### src/rtl/uart_motor_cmd.sv
// Framed UART motor command decoder: parses 4-byte checksummed packets and drives
// an H-bridge (INA/INB) with 8-bit PWM, reversal dead time and a link watchdog.
module uart_motor_cmd #(
    parameter int PWM_DIV     = 64,
    parameter int DEADTIME    = 1600,
    parameter int BYTE_TO     = 32000,
    parameter int WDOG_CYCLES = 16000000
) (
    input  logic       clk,
    input  logic       rst,
    input  logic [7:0] rx_data,
    input  logic       rx_done,
    output logic       INA,
    output logic       INB,
    output logic       frame_ok,
    output logic       frame_err,
    output logic       wdog_trip,
    output logic [1:0] cur_dir,
    output logic [7:0] cur_duty
);

    localparam logic [7:0] SYNC     = 8'hA5;
    localparam logic [7:0] PWM_LAST = 8'd254;

    localparam int PRE_W = $clog2(PWM_DIV + 1);
    localparam int DT_W  = $clog2(DEADTIME + 1);
    localparam int TO_W  = $clog2(BYTE_TO + 1);
    localparam int WD_W  = $clog2(WDOG_CYCLES + 1);

    localparam logic [PRE_W-1:0] PRE_LAST = PRE_W'(PWM_DIV - 1);
    localparam logic [DT_W-1:0]  DT_LAST  = DT_W'(DEADTIME - 1);
    localparam logic [TO_W-1:0]  TO_LAST  = TO_W'(BYTE_TO - 1);
    localparam logic [WD_W-1:0]  WD_LAST  = WD_W'(WDOG_CYCLES - 1);

    typedef enum logic [1:0] {
        DIR_COAST = 2'd0,
        DIR_FWD   = 2'd1,
        DIR_REV   = 2'd2,
        DIR_BRAKE = 2'd3
    } dir_e;

    typedef enum logic [1:0] {
        P_IDLE,
        P_CMD,
        P_DUTY,
        P_CHK
    } pstate_e;

    // ------------------------------------------------------------------
    // Frame parser
    // ------------------------------------------------------------------
    pstate_e          state, state_nxt;
    logic [7:0]       cmd_q, duty_q;
    logic [TO_W-1:0]  to_cnt;
    logic             byte_timeout;
    logic             chk_good;
    logic             accept, reject;

    assign byte_timeout = (state != P_IDLE) && !rx_done && (to_cnt == TO_LAST);
    assign chk_good     = (rx_data == (SYNC ^ cmd_q ^ duty_q)) && (cmd_q[7:2] == 6'd0);

    always_comb begin
        // NOTE: every signal gets a default first so no path can infer a latch.
        state_nxt = state;
        accept    = 1'b0;
        reject    = 1'b0;
        if (byte_timeout) begin
            state_nxt = P_IDLE;
            reject    = 1'b1;
        end else if (rx_done) begin
            case (state)
                P_IDLE: if (rx_data == SYNC) state_nxt = P_CMD;
                P_CMD:  state_nxt = P_DUTY;
                P_DUTY: state_nxt = P_CHK;
                P_CHK: begin
                    state_nxt = P_IDLE;
                    accept    = chk_good;
                    reject    = !chk_good;
                end
            endcase
        end
    end

    // NOTE: sequential state uses non-blocking assignments so every register
    // samples pre-edge values regardless of statement order.
    always_ff @(posedge clk or negedge rst) begin
        if (!rst) state <= P_IDLE;
        else      state <= state_nxt;
    end

    always_ff @(posedge clk or negedge rst) begin
        if (!rst) begin
            cmd_q     <= '0;
            duty_q    <= '0;
            to_cnt    <= '0;
            frame_ok  <= 1'b0;
            frame_err <= 1'b0;
        end else begin
            frame_ok  <= accept;
            frame_err <= reject;
            if (rx_done && state == P_CMD)  cmd_q  <= rx_data;
            if (rx_done && state == P_DUTY) duty_q <= rx_data;
            if (state == P_IDLE || rx_done) to_cnt <= '0;
            else if (to_cnt != TO_LAST)     to_cnt <= to_cnt + 1'b1;
        end
    end

    // ------------------------------------------------------------------
    // Command apply, reversal dead time and watchdog
    // ------------------------------------------------------------------
    logic [1:0]      new_dir;
    logic [7:0]      new_duty;
    logic            reversal;
    logic            wdog_fire;
    logic            dead_active;
    logic [DT_W-1:0] dead_cnt;
    logic [1:0]      pend_dir;
    logic [7:0]      pend_duty;
    logic [WD_W-1:0] wdog_cnt;

    assign new_dir   = cmd_q[1:0];
    assign new_duty  = duty_q;
    assign reversal  = (cur_dir == DIR_FWD && new_dir == DIR_REV) ||
                       (cur_dir == DIR_REV && new_dir == DIR_FWD);
    assign wdog_fire = !accept && (wdog_cnt == WD_LAST);

    always_ff @(posedge clk or negedge rst) begin
        if (!rst) begin
            cur_dir     <= DIR_COAST;
            cur_duty    <= '0;
            pend_dir    <= DIR_COAST;
            pend_duty   <= '0;
            dead_active <= 1'b0;
            dead_cnt    <= '0;
            wdog_cnt    <= '0;
            wdog_trip   <= 1'b0;
        end else begin
            if (accept)                   wdog_cnt <= '0;
            else if (wdog_cnt != WD_LAST) wdog_cnt <= wdog_cnt + 1'b1;

            if (accept)         wdog_trip <= 1'b0;
            else if (wdog_fire) wdog_trip <= 1'b1;

            if (wdog_fire) begin
                cur_dir     <= DIR_COAST;
                cur_duty    <= '0;
                dead_active <= 1'b0;
                dead_cnt    <= '0;
            end else if (dead_active) begin
                // A frame arriving mid-dead-time only replaces the pending command.
                if (accept) begin
                    pend_dir  <= new_dir;
                    pend_duty <= new_duty;
                end
                if (dead_cnt == DT_LAST) begin
                    dead_active <= 1'b0;
                    dead_cnt    <= '0;
                    cur_dir     <= accept ? new_dir  : pend_dir;
                    cur_duty    <= accept ? new_duty : pend_duty;
                end else begin
                    dead_cnt <= dead_cnt + 1'b1;
                end
            end else if (accept) begin
                if (reversal) begin
                    cur_dir     <= DIR_COAST;
                    pend_dir    <= new_dir;
                    pend_duty   <= new_duty;
                    dead_active <= 1'b1;
                    dead_cnt    <= '0;
                end else begin
                    cur_dir  <= new_dir;
                    cur_duty <= new_duty;
                end
            end
        end
    end

    // ------------------------------------------------------------------
    // PWM generator and registered bridge outputs
    // ------------------------------------------------------------------
    logic [PRE_W-1:0] presc;
    logic [7:0]       pwm_cnt;
    logic [7:0]       duty_eff;
    logic             tick;
    logic             pwm;

    assign tick = (presc == PRE_LAST);
    assign pwm  = (pwm_cnt < duty_eff);

    always_ff @(posedge clk or negedge rst) begin
        if (!rst) begin
            presc    <= '0;
            pwm_cnt  <= '0;
            duty_eff <= '0;
        end else begin
            presc <= tick ? '0 : presc + 1'b1;
            if (tick) begin
                // Duty only changes at period boundary so no runt pulses appear.
                if (pwm_cnt == PWM_LAST) begin
                    pwm_cnt  <= '0;
                    duty_eff <= cur_duty;
                end else begin
                    pwm_cnt <= pwm_cnt + 1'b1;
                end
            end
        end
    end

    always_ff @(posedge clk or negedge rst) begin
        if (!rst) begin
            INA <= 1'b0;
            INB <= 1'b0;
        end else begin
            case (cur_dir)
                DIR_FWD:   begin INA <= pwm;  INB <= 1'b0; end
                DIR_REV:   begin INA <= 1'b0; INB <= pwm;  end
                DIR_BRAKE: begin INA <= 1'b1; INB <= 1'b1; end
                default:   begin INA <= 1'b0; INB <= 1'b0; end
            endcase
        end
    end

endmodule

### config.mk
export PLATFORM = sky130hd
export DESIGN_NAME = uart_motor_cmd
export DESIGN_NICKNAME = d
export VERILOG_FILES = /design/src/rtl/uart_motor_cmd.sv
export SDC_FILE = /design/constraint.sdc
export NUM_CORES = 1
export LEC_CHECK = 0
export ABC_AREA = 1
export CAP_MARGIN = 20
export CORE_MARGIN = 5
export CORE_UTILIZATION = 25
export DETAILED_ROUTE_END_ITERATION = 10
export GPL_TIMING_DRIVEN = 1
export PLACE_DENSITY = 0.37
export SLEW_MARGIN = 10
export SYNTH_ARGS = -nofsm -noshare
export SYNTH_HDL_FRONTEND = slang
export SYNTH_SLANG_ARGS = --single-unit
### constraint.sdc
create_clock -name clk -period 3.3 [get_ports clk]
set_input_delay 0.825 -clock clk [delete_from_list [all_inputs] [get_ports clk]]
set_output_delay 0.825 -clock clk [all_outputs]
set_load 0.01 [all_outputs]
# After elaboration in Yosys (flattened, before gate mapping)
# Cells that the tools add are included.
# word_totals
register_bits	117
latchBits	0
ram_bits	0
romBits	0
input_bits	11
output_inout_bits	15
word_cells	126
memories	0
# op_classes
add_sub_neg	5
mul	0
div	0
magnitude_cmp	1
n_eq_ne	20
shift	0
n_mux	48
bitwise_logic	3
n_reduce_logical	30
# ops
operator	n
$mux 8	10
$mux 11	5
$mux 24	2
$mux 15	2
$add 24x1->24 const B	1
$eq 24x24->1 const B	1
$mux 2	12
$ne 24x24->1 const B	1
$eq 8x8->1 const B	2
$add 15x1->15 const B	1
$eq 15x15->1 const B	1
$ne 15x15->1 const B	1
$reduce_bool 2->1	7
$mux 1	13
$add 11x1->11 const B	1
$eq 11x11->1 const B	1
$eq 2x2->1 const B	5
$add 8x1->8 const B	1
$eq 8x8->1	1
$logic_and 1x1->1	8
$lt 8x8->1	1
$pmux 2 s4	1
$reduce_and 2->1	4
$xor 8x8->8	1
other kinds (16)	24

# Logic depth before layout (Yosys ltp)
# depth
ltp_word	11
ltp_mapped	15
ltp_nobuf	15

# Worst setup path after synthesis
# OpenSTA, ideal clock, no wires.
# synth_timing
kind	input to register
startpoint	in rx_data[3]
endpoint	reg pend_duty[1]
setup_time_ns	0.125
t_arrival_ns	1.935
required_time_ns	3.175
slack_ns	1.241
path_stages	13
path_buffers	1
cell_sequence	inv_1 nand2_1 nand2_1 nand2_1 nand2_1 nand3_1 nor2_4 nand2_4 nand2_1 nand3_4 buf_6 nand2_1 o21ai_1
# synth_via
elab_chain_cells	9
elab_cells_between_ends	12
cone_classes	1 x eq/ne; 5 x mux; 1 x bitwise; 5 x reduce/logical
# synth_lines
item	line_no	rtl
start, declared	11	input logic [7:0] rx_data,
$eq 8x8->1 (*)	60	assign chk_good = (rx_data == (SYNC ^ cmd_q ^ duty_q)) && (cmd_q[7:2] == 6'd0);
$logic_and 1x1->1 (*)	60	
$mux 1 (*)	71	case (state)
$mux 1 (*)	70	end else if (rx_done) begin
$mux 1 (*)	67	if (byte_timeout) begin
$logic_not 1->1	125	assign wdog_fire = !accept && (wdog_cnt == WD_LAST);
$logic_and 1x1->1	125	
$not 1->1 (no line)	n/a	
$reduce_and 3->1 (no line)	n/a	
end signal, assigned	153	pend_duty <= new_duty;
end signal, assigned	167	pend_duty <= new_duty;
end, declared	118	logic [7:0] pend_duty;
# Every way passes the cells marked *; elsewhere a longest branch is shown, timed or not.
# A chain may end at the register's enable or synchronous reset.

# Final worst setup path
# layout_timing
startpoint	in rx_data[7]
endpoint	reg dead_cnt[8]
# layout_via
elab_chain_cells	9
elab_cells_between_ends	11
cone_classes	1 x eq/ne; 4 x mux; 6 x reduce/logical
# layout_lines
item	line_no	rtl
$eq 8x8->1 (*)	60	
$logic_and 1x1->1 (*)	60	
$mux 1 (*)	71	
$mux 1 (*)	70	
$mux 1 (*)	67	
$logic_not 1->1	125	
$logic_and 1x1->1	125	
$reduce_bool 3->1 (no line)	n/a	
$reduce_and 2->1 (no line)	n/a	
end signal, assigned	161	dead_cnt <= dead_cnt + 1'b1;
end, declared	116	logic [DT_W-1:0] dead_cnt;
# Marks and branches as above.

==> flow_summary.json <==
{
  "power_density_nw_per_um2": 609,
  "clock_path_buffers": 2,
  "cts_tree": "built",
  "crit_arrival_ns": 2.81,
  "grt.total_usage_pct": 11.3,
  "critPathRequiredTime_ns": 3.58,
  "synth.distinct_cells": 41,
  "num_rows": 57,
  "critPathKind": "input pin to register",
  "cap_violations": 0,
  "fin_crit_ns": 2.54,
  "p_total_mw": 4.52,
  "crit_fanout": 17,
  "synth_fp_nets": 805,
  "netlist_instances": 777,
  "end_kind": "register",
  "synth_warnings": 0,
  "hold_class": "input pin to asynchronous set/reset pin",
  "synth-seq-cells": 117,
  "place.gp.congestion": 0.828,
  "grt_overflow_total": 0,
  "worstMarginPinSlew_ns": 0.615,
  "n_antenna_cell": 0,
  "core_area_um2": 24200,
  "avgSynthCellArea_um2": 7.91,
  "layout.nets": 844,
  "vias_per_cell": 4.45,
  "ir_drop_v": 0.000298,
  "start_util_pct": 25.4,
  "cts_max_level": 4,
  "postRouteAntennaNets": 0,
  "final-setup-viol-count": 0,
  "cts_sinks": 117,
  "status": "complete, no violations",
  "syn_area_um2": 6150,
  "areaGrowthSynthToFinish_pct": 20.7,
  "vias": 5128,
  "first_global_vias": 5279,
  "rsz0062_at_grt": "false",
  "drt_iter0_markers": 245,
  "cts-root-buf": "clkbuf_16",
  "start_kind": "input pin",
  "top_level_ports": 26,
  "die_width_um": 167,
  "dieHeight_um": 167,
  "grt_first_pass_wirelength_mm": 26.1,
  "remaining_drc_errors": 0,
  "maxSlewViolCount": 0,
  "postCtsHoldBufs": 0,
  "max_freq_ghz": 0.394,
  "firstDrtPassIters": 4,
  "grt_max_degree": 40,
  "dpl.hpwl_mm": 11.0,
  "period_share_pct": 76.8,
  "ctsResizeCount": 0,
  "die-area_um2": 27800,
  "clock_latency_ns": 0.42,
  "numCtsBuffers": 17,
  "relSlewSlack_pct": 59.0,
  "yosysSeqAreaShare_pct": 47.6,
  "leakage_nw": 3.51,
  "antenna_found_initial": 0,
  "finalClockSkew_ns": 0.0151,
  "tns_ns": 0,
  "port-buffer-count": 25,
  "hold_viol_final": 0,
  "clkTransAtPathRegs_ns": 0.06,
  "wl_per_cell_um": 13.0,
  "cts_setup_buffers": 0,
  "drive_gt1_share_pct": 7.00,
  "wirelength_mm": 15.0
}
layer usage:
layer	up-vias	GRT usage (%)	wire [um]
li1	2616	-	-
met4	0	3.31	153
met1	2428	15.0	7340
met3	10	3.13	491
met5	-	0	0
met2	74	18.2	6980
cells in the final DEF, fill, tap and decap left out, types with 4 or more instances in the layout:
master,n
nor3_1,19
clkbuf_16,17
clkinvlp_4,4
clkdlybuf4s50_1,24
o21ai_0,67
xor2_1,14
nand4_1,27
nor2_1,63
a21oi_1,28
o21ai_1,10
buf_4,6
dfrtp_1,117
nand2_1,197
clkinv_4,4
nor3_2,4
ha_1,17
nand3_1,44
inv_1,109
nor4_1,12
worst max-delay path, cell delays in order:
cell and delay (ns):
clkdlybuf4s50_1 0.51, inv_1 0.07, nand2_1 0.06, nand3_1 0.06, nor2_1 0.13, nand3_1 0.12
nor2_4 0.17, nand2_4 0.17, nand2_1 0.16, nand2_1 0.11, nand2_1 0.27, o21ai_0 0.14
worst paths after layout:
kind                            startpoint          end  slack (ns)  cells past startpoint
worst max-delay path            rx_data[7]  dead_cnt[8]        0.76                     12
worst min-delay path                   rst     presc[6]        0.35                      1
worst max register to register    cmd_q[1]  dead_cnt[8]        1.13                     12
worst min register to register    presc[0]     presc[0]        0.46                      1
max in group asynchronous              rst  wdog_cnt[0]        2.23                      2
min in group clk                  presc[0]     presc[0]        0.46                      1
kinds of logic (layout without fill, tap and decap cells):
kind of cell	after synthesis	in the layout	synth area share, %
adder cells (fa/ha/maj)	17	17	3.46
buffers and inverters	124	176	7.96
AO/OA/AOI/OAI	121	121	10.6
AND/OR/NAND/NOR	381	381	28.0
flip-flops	117	117	47.6
XOR/XNOR	17	17	2.42
area by class of cell:
cell class / count / area [um^2]
repair buffers: 31 / 305
inverters: 113 / 424
fillers: 2605 / 16800
clock inverters: 13 / 173
multi-input cells: 536 / 2730
well taps: 324 / 405
flip-flops and latches: 117 / 2930
clock buffers: 19 / 453
sequential cells by signal, summed over array words and instances (netlist names), 7 cells and up:
signal and count:
to_cnt 15, duty_eff 8, pend_duty 8, cur_duty 8, wdog_cnt 24, presc 7, dead_cnt 11, cmd_q 8
duty_q 8, pwm_cnt 8
power breakdown:
group          switching [mW]  internal, mW  total [mW]
Sequential              0.161          1.60        1.76
Clock                   0.713          1.24        1.95
Combinational           0.522         0.282       0.804
synthesized netlist by cell type, drive strengths merged:
cell / n / area, um^2
a211oi: 3 / 22.5
a21boi: 1 / 7.51
a21oi: 29 / 149
a2bb2oi: 1 / 8.76
a311oi: 1 / 8.76
a31oi: 2 / 12.5
and3: 1 / 6.26
buf: 6 / 45.0
clkbuf: 5 / 20.0
clkinv: 1 / 3.75
dfrtp: 117 / 2930
ha: 17 / 213
inv: 112 / 420
nand2: 202 / 786
nand3: 47 / 265
nand3b: 3 / 22.5
nand4: 27 / 169
nor2: 65 / 254
nor3: 23 / 135
nor4: 12 / 75.1
o211a: 2 / 20.0
o211ai: 2 / 15.0
o21a: 2 / 15.0
o21ai: 77 / 385
o22ai: 1 / 6.26
or2: 1 / 6.26
xnor2: 3 / 26.3
xor2: 14 / 123
stage by stage:
step	std cells	util, %	area, um^2	hold WS (ns)	setup slack [ns]
after global routing	1153	30.6	7420	0.374	0.524
after detailed placement	1121	28.0	6790	0.462	0.308
after global placement	1121	28.0	6790	0.456	0.366
after CTS	1153	30.6	7420	0.353	0.746
final	1153	30.6	7420	0.352	0.764
after floorplan	777	-	6150	0.433	1.24
No activity file was read; power rests on OpenSTA's default activity.
